## config.mk

```make
export PLATFORM = sky130hd
export DESIGN_NAME = hamming_secded_decoder
export DESIGN_NICKNAME = d
export VERILOG_FILES = /design/src/rtl/hamming_secded_decoder.sv
export SDC_FILE = /design/constraint.sdc
export NUM_CORES = 1
export LEC_CHECK = 0
export CORE_ASPECT_RATIO = 1.5
export CORE_UTILIZATION = 30
export CTS_CLUSTER_DIAMETER = 80
export DETAILED_ROUTE_END_ITERATION = 16
export PLACE_DENSITY = 0.65
export SYNTH_ARGS = -nofsm -noshare
export SYNTH_HDL_FRONTEND = slang
export SYNTH_SLANG_ARGS = --single-unit
export TNS_END_PERCENT = 100
```

## constraint.sdc

```tcl
create_clock -name clk -period 1.05 [get_ports clk]
set_input_delay 0.21 -clock clk [delete_from_list [all_inputs] [get_ports clk]]
set_output_delay 0.21 -clock clk [all_outputs]
set_load 0.005 [all_outputs]
```

## src/rtl/hamming_secded_decoder.sv

```systemverilog
// Parametrised extended-Hamming SECDED decoder with a two-stage valid/ready pipeline.
// Define HAMMING_ERR_CNT_EN to build the saturating single/double error counters.
module hamming_secded_decoder #(
  parameter  int DATA_W = 4,
  parameter  int CNT_W  = 16,
  localparam int P      = (DATA_W <= 4)  ? 3 :
                          (DATA_W <= 11) ? 4 :
                          (DATA_W <= 26) ? 5 :
                          (DATA_W <= 57) ? 6 : 7,
  localparam int CW     = DATA_W + P + 1
) (
  input  logic              clk,
  input  logic              rst,
  input  logic              in_valid,
  output logic              in_ready,
  input  logic [CW-1:0]     code_in,
  output logic              out_valid,
  input  logic              out_ready,
  output logic [DATA_W-1:0] data_out,
  output logic              err_single,
  output logic              err_double,
  output logic [P-1:0]      err_pos,
  input  logic              clr_cnt,
  output logic [CNT_W-1:0]  sec_count,
  output logic [CNT_W-1:0]  ded_count
);

  // Hamming position of data bit j: the j-th non-power-of-two position.
  function automatic int dpos(input int j);
    int n, r;
    n = 0;
    r = 0;
    for (int i = 1; i < 256; i++) begin
      if ((i & (i - 1)) != 0) begin
        if (n == j) r = i;
        n++;
      end
    end
    return r;
  endfunction

  logic              adv;
  logic [1:0]        vld_q, vld_d;
  logic [CW-1:0]     s1_code_q;
  logic [P-1:0]      s1_syn_q, syn_d;
  logic              s1_par_q, par_d;
  logic [CW-1:0]     fix;
  logic [DATA_W-1:0] data_d, data_q;
  logic              es_d, ed_d, es_q, ed_q;
  logic [P-1:0]      pos_d, pos_q;

  assign adv      = !vld_q[1] || out_ready;
  assign in_ready = adv;
  assign vld_d    = {vld_q[0], in_valid};

  always_comb begin
    syn_d = '0;
    for (int i = 1; i < CW; i++) begin
      if (code_in[i]) syn_d = syn_d ^ P'(i);
    end
    par_d = ^code_in;
  end

  // Flags are qualified by stage-1 valid so bubbles never raise them or bump counters.
  always_comb begin
    es_d  = 1'b0;
    ed_d  = 1'b0;
    pos_d = '0;
    fix   = s1_code_q;
    if (vld_q[0]) begin
      if (s1_par_q) begin
        if (int'(s1_syn_q) < CW) begin
          es_d  = 1'b1;
          pos_d = s1_syn_q;
          fix   = s1_code_q ^ (CW'(1) << s1_syn_q);
        end else begin
          ed_d = 1'b1;
        end
      end else if (s1_syn_q != '0) begin
        ed_d = 1'b1;
      end
    end
  end

  for (genvar j = 0; j < DATA_W; j++) begin : g_ext
    assign data_d[j] = fix[dpos(j)];
  end

  always_ff @(posedge clk or posedge rst) begin
    if (rst) begin
      vld_q     <= '0;
      s1_code_q <= '0;
      s1_syn_q  <= '0;
      s1_par_q  <= 1'b0;
      data_q    <= '0;
      es_q      <= 1'b0;
      ed_q      <= 1'b0;
      pos_q     <= '0;
    end else if (adv) begin
      vld_q     <= vld_d;
      s1_code_q <= code_in;
      s1_syn_q  <= syn_d;
      s1_par_q  <= par_d;
      data_q    <= data_d;
      es_q      <= es_d;
      ed_q      <= ed_d;
      pos_q     <= pos_d;
    end
  end

  assign out_valid  = vld_q[1];
  assign data_out   = data_q;
  assign err_single = es_q;
  assign err_double = ed_q;
  assign err_pos    = pos_q;

`ifdef HAMMING_ERR_CNT_EN
  logic [CNT_W-1:0] sec_q, sec_d, ded_q, ded_d;

  always_comb begin
    sec_d = sec_q;
    ded_d = ded_q;
    if (clr_cnt) begin
      sec_d = '0;
      ded_d = '0;
    end else if (adv) begin
      if (es_d && (sec_q != '1)) sec_d = sec_q + 1'b1;
      if (ed_d && (ded_q != '1)) ded_d = ded_q + 1'b1;
    end
  end

  always_ff @(posedge clk or posedge rst) begin
    if (rst) begin
      sec_q <= '0;
      ded_q <= '0;
    end else begin
      sec_q <= sec_d;
      ded_q <= ded_d;
    end
  end

  assign sec_count = sec_q;
  assign ded_count = ded_q;
`else
  logic unused_clr;
  assign unused_clr = clr_cnt;
  assign sec_count  = '0;
  assign ded_count  = '0;
`endif

endmodule
```

# Word level (Yosys, flattened, before mapping)
# Index checks and enable logic that the tools add are counted.
[op_classes]
n_mux = 16
shift = 1
n_reduce_logical = 4
bitwise = 7
[ops]
columns = ["op", "n"]
rows = [
  ["3-bit 2-to-1 mux", 6],
  ["8-bit 2-to-1 mux", 2],
  ["8-bit parity", 1],
  ["1-bit by 3-bit left shift with 8-bit output, first input constant", 1],
  ["8-bit XOR", 1],
  ["1-bit 2-to-1 mux", 6],
  ["2-bit NOT", 3],
  ["2-bit 2-to-1 mux", 2],
  ["3-bit NOT", 1],
  ["3-bit nonzero test", 1],
  ["1-bit NOT, first input constant", 2],
  ["1-bit logical NOT", 1],
  ["1-bit logical OR", 1],
]
[word_totals]
out_inout_bits = 43
regBits = 23
input_bits = 13

# Depth between registers and ports, before layout
[logic_depth]
depth_word = 11
ltp_mapped = 5
mapped_depth_nobuf = 4

# Worst setup path after synthesis
# Ideal clock, no wire load.
[synth_path]
path_type = "flip-flop to flip-flop"
startpoint = "register vld_q[1]"
endpoint = "register s1_syn_q[1]"
setup_time_ns = 0.117
t_required_ns = 0.933
n_path_buf = 1
path_stages_with_launch = 6
synth_period_minus_slack_ns = 1.116
arrival_time_ns = 0.999
slack_ns = -0.066
path_cell_list = "dfrtp_1 > nor2b_1 > inv_1 > buf_2 > nor2_1 > nor2_1"
[synth_via]
elab_chain_len = 2
[synth_lines]
columns = ["item", "line", "rtl"]
rows = [
  ["start, declared", "43", "logic [1:0] vld_q, vld_d;"],
  ["start signal, assigned", "100", "vld_q <= vld_d;"],
  ["1-bit logical NOT", "52", "assign adv = !vld_q[1] || out_ready;"],
  ["1-bit logical OR", "52", ""],
  ["via in_ready", "15", "output logic in_ready,"],
  ["end signal, assigned", "102", "s1_syn_q <= syn_d;"],
  ["end, declared", "45", "logic [P-1:0] s1_syn_q, syn_d;"],
]
# The timed path passes the listed nets, and every way through them passes these cells.
# A chain may end at the register's enable or synchronous reset.

# Worst setup path after layout
[layout_path]
startpoint = "register vld_q[1]"
endpoint = "output port in_ready"
[layout_via]
elab_chain_len = 2
[layout_lines]
columns = ["item", "line"]
rows = [
  ["1-bit logical NOT", "52"],
  ["1-bit logical OR", "52"],
  ["end, declared", "15"],
]
# No other way between the ends.

==> results <==
- The run finished, with violations left.
- The final reports fail on setup timing.
- The number of max-cap violations is 0.
- The area of placed instances is between 1000 and 1500 µm².
- After clock tree synthesis, the clock-pin slew on the worst setup and hold paths is around 0.060 ns.
- Setup repair after global routing could not meet its margin everywhere.
- Summed over all nets, the switching power comes to 0.722 mW.
- Once layout is complete, the cells apart from fillers number 210.
- The number of failing setup endpoints in the final timing report is 5.
- The finished cells cover around 1500 µm².
- In this run the worst path has a maximum fanout of 2.
- In the final routed layout, each cell accounts on average for 8.74 µm.
- The internal power of the cells totals approximately 1.6 mW.
- The type of the worst setup path is reg2out.
- The layer with the highest usage after global routing is met2.
- Row generation in the floorplan step produced 26 rows.
- The proportion of layout cells with a drive suffix above 1 is 30.4%.
- The number of fill cells in the layout is around 350.
- For the final database, setup skew stands at between 0.004 and 0.005 ns.
- The cell area that synthesis handed to floorplanning was 1120 µm².
- The routed layout has 838 vias.
- The sequential area share after synthesis is about 43%.
- The count of pins over their slew limit is 0.
- The sum of negative setup slack is -0.177 ns.
- The post-detailed-route via-to-cell ratio is 3.99.
- The tightest min-delay check is of the in2reg type.
- The post-placement cell count is between 150 and 200.
- After floorplanning, the core was sized to cover ~3500 µm².
- At the end of the flow, the number of nets in the layout was 182.
- Summing internal, switching and leakage power gives 2.36 mW.
- The maximum operating frequency is 885 MHz.
- In the routed design, unresolved DRC markers number 0.
- The critical path launch point type is a register.
- The part of the power in the clock network is between 20% and 30%.
- The post-layout utilization of the core is 42.9%.
- The ratio of total power to cell area is 1580 nW/µm².
- Net switching is 30.6% of the power.
- The violation count after the first detailed-routing iteration is 20.
- For the worst-skew pair, the clock arrives at the later sink with an insertion delay of 0.26 ns.
- The initial antenna violation count is 0.
- The number of CTS-inserted buffers is 3.
- The length of the first detailed-routing pass in iterations is 4.
- Global routing used 10.4% of the available tracks.
- The HPWL after detailed placement is between 1000 and 1500 µm.
- In this run the clock root is driven by a sky130_fd_sc_hd__clkbuf_8.
- For this configuration, the core starts out at a cell density of between 30 and 40%.
- The required time at the worst-slack endpoint is 0.84 ns.
- The static leakage is about 0.76 nW.
- Global routing used 1.19% of the available met3 tracks.
- Each instance of the synthesized netlist takes up on average roughly 9.0 µm².
- TritonCTS built the clock tree.
- The number of global-route vias before repair is around 750.
- The clock net sink count is 19.
- The number of diodes added for antenna fixing is 0.
- Of the total power, registers draw 43.9%.
- The final critical-path share of the clock period is 108%.
- The number of top-level design ports is 56.
- The total of buffers placed on input and output ports is 22.
- Subtracting the final worst setup slack from the clock period gives 1.13 ns.
- Combinational cells account for between 30% and 40% of the total power.
- The worst setup path is captured at an output pin.
- In the final layout, the multi-input gates occupy 567 µm².
- In this run, distinct cell masters in the synthesized netlist total 21.
- The final estimated routing congestion in global placement is roughly 0.79.
- In this run the horizontal extent of the chip is 51.8 µm.
- Synthesis inferred 19 register bits.
- The clock passes through at most 2 buffers.
- For met2 alone, demand over resource in global routing was approximately 18%.
- The wire length reported by the detailed router is 1840 µm.
- The number of synthesis warnings is 0.
- The die is roughly 77 µm tall.
- The cell count after synthesis is 124.
- The hold violation total from the final report was 0.
- The total of hold buffers inserted after clock tree synthesis is 0.
- VDD sags by at most about 540 µV.
- Global routing consumed, on the met1 layer, 9.08% of the routing resources.
- The number of H-tree branching levels is 1.
- The wire length of the first global-routing pass is between 2000 and 3000 µm.
- The sequential cells in the finished layout cover a total of 478 µm².
- Once detail routing completed, the nets flagged for antenna violations numbered 0.
- The pin count of the biggest net entering global routing is 23.
- The layout overhead on the synthesized area is 33.7%.
- The floorplan step defined a die boundary enclosing 3980 µm².
- The final worst setup slack is -0.0795 ns.
- The total global routing overflow is 0.
- STA puts the critical path data arrival time at 0.92 ns.
## state kept, by name, indices dropped and copies added (netlist names)
register and count:
data_out 4, err_double 1, err_pos 3, err_single 1, s1_code_q 4, s1_par_q 1, s1_syn_q 3, vld_q 2
## synth_stat cells, drive strengths merged
library cell | n | area, µm²
a21oi | 3 | 15.0
inv | 3 | 11.3
nor2 | 8 | 30.0
clkbuf | 1 | 3.75
xnor2 | 11 | 96.3
nand2b | 1 | 6.26
a21o | 1 | 7.51
xor2 | 5 | 43.8
dfrtp | 19 | 475
nor3b | 2 | 15.0
nand2 | 23 | 86.3
nor3 | 1 | 5.00
buf | 34 | 250
o21ai | 6 | 30.0
nand3 | 1 | 5.00
a22o | 2 | 17.5
nor2b | 1 | 6.26
conb | 1 | 3.75
o311ai | 1 | 8.76
## critical path, cell delays in order (launching register included)
cell                      delay, ns
sky130_fd_sc_hd__dfrtp_1       0.35
sky130_fd_sc_hd__nor2b_4       0.16
sky130_fd_sc_hd__inv_2         0.04
sky130_fd_sc_hd__buf_2         0.12
## power by group through the flow
stage / clock network, mW / logic [mW] / registers [mW]
2_1_floorplan: 0 / 0.413 / 1.01
3_3_place_gp: 0 / 0.682 / 1.01
3_5_place_dp: 0 / 0.693 / 1.02
4_1_cts: 0.511 / 0.790 / 1.01
5_1_grt: 0.543 / 0.922 / 1.06
6_report: 0.491 / 0.831 / 1.04
## per-stage QoR
| stage | setup slack, ns | hold slack [ns] |
|---|---|---|
| finish | -0.0795 | 0.231 |
| global route | -0.121 | 0.248 |
| CTS | -0.0720 | 0.285 |
| detailed placement | -0.448 | 0.470 |
| global placement | -0.451 | 0.463 |
| floorplan | 0.00507 | 0.161 |
## logic make-up (layout without fill, tap and decap cells)
kind of cell | Yosys count | in the layout | share of synthesized area [%]
buffers and inverters | 38 | 51 | 23.7
AND/OR/NAND/NOR | 37 | 37 | 13.8
flip-flops | 19 | 19 | 42.6
XOR/XNOR | 16 | 16 | 12.5
AO/OA/AOI/OAI | 13 | 13 | 7.05
other | 1 | 32 | 0.336
## cells in the final DEF (no fill, tap or decap), types with 2 or more instances in the layout
cell type	count
sky130_fd_sc_hd__conb_1	32
sky130_fd_sc_hd__nand2_1	21
sky130_fd_sc_hd__buf_4	19
sky130_fd_sc_hd__dfrtp_1	17
sky130_fd_sc_hd__xnor2_1	11
sky130_fd_sc_hd__dlygate4sd2_1	8
sky130_fd_sc_hd__buf_2	7
sky130_fd_sc_hd__nor2_1	5
sky130_fd_sc_hd__o21ai_1	4
sky130_fd_sc_hd__xor2_1	4
sky130_fd_sc_hd__clkbuf_2	4
sky130_fd_sc_hd__nor2_2	3
sky130_fd_sc_hd__a21oi_1	3
sky130_fd_sc_hd__clkbuf_8	3
sky130_fd_sc_hd__a22o_1	2
sky130_fd_sc_hd__nor3b_2	2
sky130_fd_sc_hd__inv_1	2
sky130_fd_sc_hd__o21ai_0	2
sky130_fd_sc_hd__clkdlybuf4s50_1	2
sky130_fd_sc_hd__buf_6	2
sky130_fd_sc_hd__dfrtp_2	2
## path summary, 6_finish.rpt
check,from,end,slack [ns],depth (start not counted)
setup / recovery,vld_q[1],in_ready,-0.08,3
hold / removal,code_in[7],s1_code_q[7],0.23,3
setup reg to reg,vld_q[1],err_pos[1],-0.02,4
hold reg to reg,err_single,err_single,0.47,1
max in group asynchronous,rst,s1_syn_q[1],0.63,3
min in group asynchronous,rst,data_out[1],0.28,3
## cell type report
class | count | share of cell area, %
multi-input cells | 98 | 37.9
flip-flops and latches | 19 | 32.0
repair buffers | 44 | 22.8
well taps | 42 | 3.52
clock buffers | 4 | 3.02
inverters | 3 | 0.754
## layer usage
metal  part of all wire [%]  wire length (µm)
met5                      0                 0
met4                    4.7                86
met3                    6.2               114
met2                     55              1000
met1                     34               632
## timing repair
action / 4_1_cts / 5_1_grt
pin swaps: 9 / 5
setup endpoints to repair: 21 / 15
resized for setup: 58 / 16
buffers inserted: 11 / 2
Note: power is estimated with default switching activity, not from simulation.
==> RTL edit (same settings) <==
Register the output `err_single` once more, with the module's reset; this adds one clock of latency there. The other outputs are not delayed to match.
--- a/src/rtl/hamming_secded_decoder.sv
+++ b/src/rtl/hamming_secded_decoder.sv
@@ -112,3 +112,9 @@
   assign data_out   = data_q;
-  assign err_single = es_q;
+  always_ff @(posedge clk or posedge rst) begin
+    if (rst) begin
+      err_single <= '0;
+    end else begin
+      err_single <= es_q;
+    end
+  end
   assign err_double = ed_q;
Function: changed (a bounded check fails within 4 cycles, from zero or initial values and one cycle with rst high).
==> RTL edit against the original RTL <==
  * The flow still finishes with violations (negative setup slack)
  * Cell area grew 9.2%
  * Cell count is 4.3% higher
  * Maximum frequency is 2.1% lower
  * Worst setup slack got worse by 0.024 ns
  * Sequential share of layout area is 1.2 points lower
  * Power grew 9.8%
  * Sequential cell count is 1 higher
  * Critical endpoint unchanged
  * Area after synthesis increased by 2.2%
  * Wire length is 6.0% higher
==> RTL edit: results <==
[logic_synthesis]
synth-seq-area-share_pct = 43.8
yosys-top-cells-area = "dfrtp_1 44%, buf_4 21%, xnor2_1 8.4%, nand2_1 7.6%, xor2_1 3.8%"
synth-adder-area-share_pct = 0
synth-compound-area-share_pct = 6.90
yosys_warnings = 0
async_flop_share_pct = 100
ys_top_cells_by_count = "32 x buf_4, 23 x nand2_1, 20 x dfrtp_1"
synth_mux_area_share_pct = 0
synth-xor-area-share_pct = 12.3
synth_cell_type_count = 21

[clock_network]
clk_latency_ns = 0.26
cts_buffers = 3

[status]
violations = "negative setup slack"
status = "finished with violations"

[final_layout]
drive_above_1_share_pct = 32.4
final_nets = 190

[power]
power_leakage_nw = 0.831
ir_drop_mv = 0.686

[worst_setup_path]
reg2reg_to = "err_pos[0]"
critPathLaunchType = "register"
r2r_start = "vld_q[1]"
crit_path_max_fanout = 3
crit_end = "in_ready"
regToRegSetupSlack_ns = -0.08
worstPathArrival_ns = 0.94
reg2reg_depth = 4

[hold_path]
hp-class = "primary input to async pin"

[place]
placed_area_um2 = 1410
gp_congestion = 0.758
dp_hpwl_um = 1350

[grt]
grt_pass1_wl_um = 3060
grt_pass1_vias = 740
grt_util_all_layers_pct = 9.87
antenna_found_initial = 0
grt_max_degree = 23

[timing]
fin_crit_sh_pct = 110
setup-violations-final = 8
skew_ns = 0.00176
finalSetupTns_ns = -0.379
setup_ws_ns = -0.103

[drt]
drtPass1Iterations = 5
ant_nets = 0
dr.first_iter.drc_count = 6
vias_per_cell = 3.89
wl_per_cell_um = 8.89
## RTL edit: cell count changes in the layout (fill, tap and decap cells not counted), sizes merged
cell / delta
buf: +5
clkbuf: +1
dfrtp: +1
dlygate4sd2: +1
## RTL edit: worst max-delay path: stages, from the launching register on
cell and delay, ns:
dfrtp_1 0.35, nor2b_4 0.18, inv_2 0.05, buf_6 0.11
## RTL edit: worst min-delay path by stage
stage / startpoint / to / slack (ns) / cells past startpoint
floorplan: rst / data_out[0] / 0.17 / 1
finish: rst / err_pos[0] / 0.26 / 3
global placement: es_q / err_single / 0.36 / 0
CTS: rst / s1_syn_q[1] / 0.27 / 3
global route: rst / data_out[0] / 0.30 / 3
detailed placement: es_q / err_single / 0.37 / 0
## RTL edit: cell type report
type / instances / area, µm²
repair buffers: 51 / 439
inverters: 3 / 11.3
well taps: 43 / 53.8
fillers: 367 / 2020
clock buffers: 4 / 55.1
multi-input cells: 98 / 569
flip-flops and latches: 20 / 503
## RTL edit: routing by layer
layer  track usage [%]  wire [µm]
met1              10.6        705
met2              17.1       1050
met3              1.37        131
met4              6.32         55
met5                 0          0
## RTL edit: cells by family (layout without fill, tap and decap cells)
| kind of cell | count (synthesis) | after routing |
|---|---|---|
| compound gates | 13 | 13 |
| buf+inv | 38 | 58 |
| flops | 20 | 20 |
| other cells | 1 | 32 |
| xor+xnor | 16 | 16 |
| simple gates | 37 | 37 |
## RTL edit: metrics by stage
stage / setup slack [ns] / cells / hold slack [ns]
finish: -0.103 / 219 / 0.263
global route: -0.138 / 219 / 0.299
CTS: -0.116 / 214 / 0.269
detailed placement: -0.487 / 202 / 0.368
global placement: -0.487 / 202 / 0.362
floorplan: 0.00507 / 156 / 0.174
## RTL edit: power breakdown
group	switching [W]	internal (W)	leakage, nW	total (W)
logic	0.000389	0.000546	0.559	0.000934
clock network	0.000240	0.000333	0.0288	0.000573
registers	0.000140	0.000941	0.243	0.00108
total	0.000768	0.00182	0.831	0.00259
## RTL edit: timing repair
item	4_1_cts	5_1_grt
setup endpoints to repair	22	17
hold buffers	0	0
pin swaps	9	6
setup buffers	9	3
gates cloned	0	2
gates resized for setup	58	20
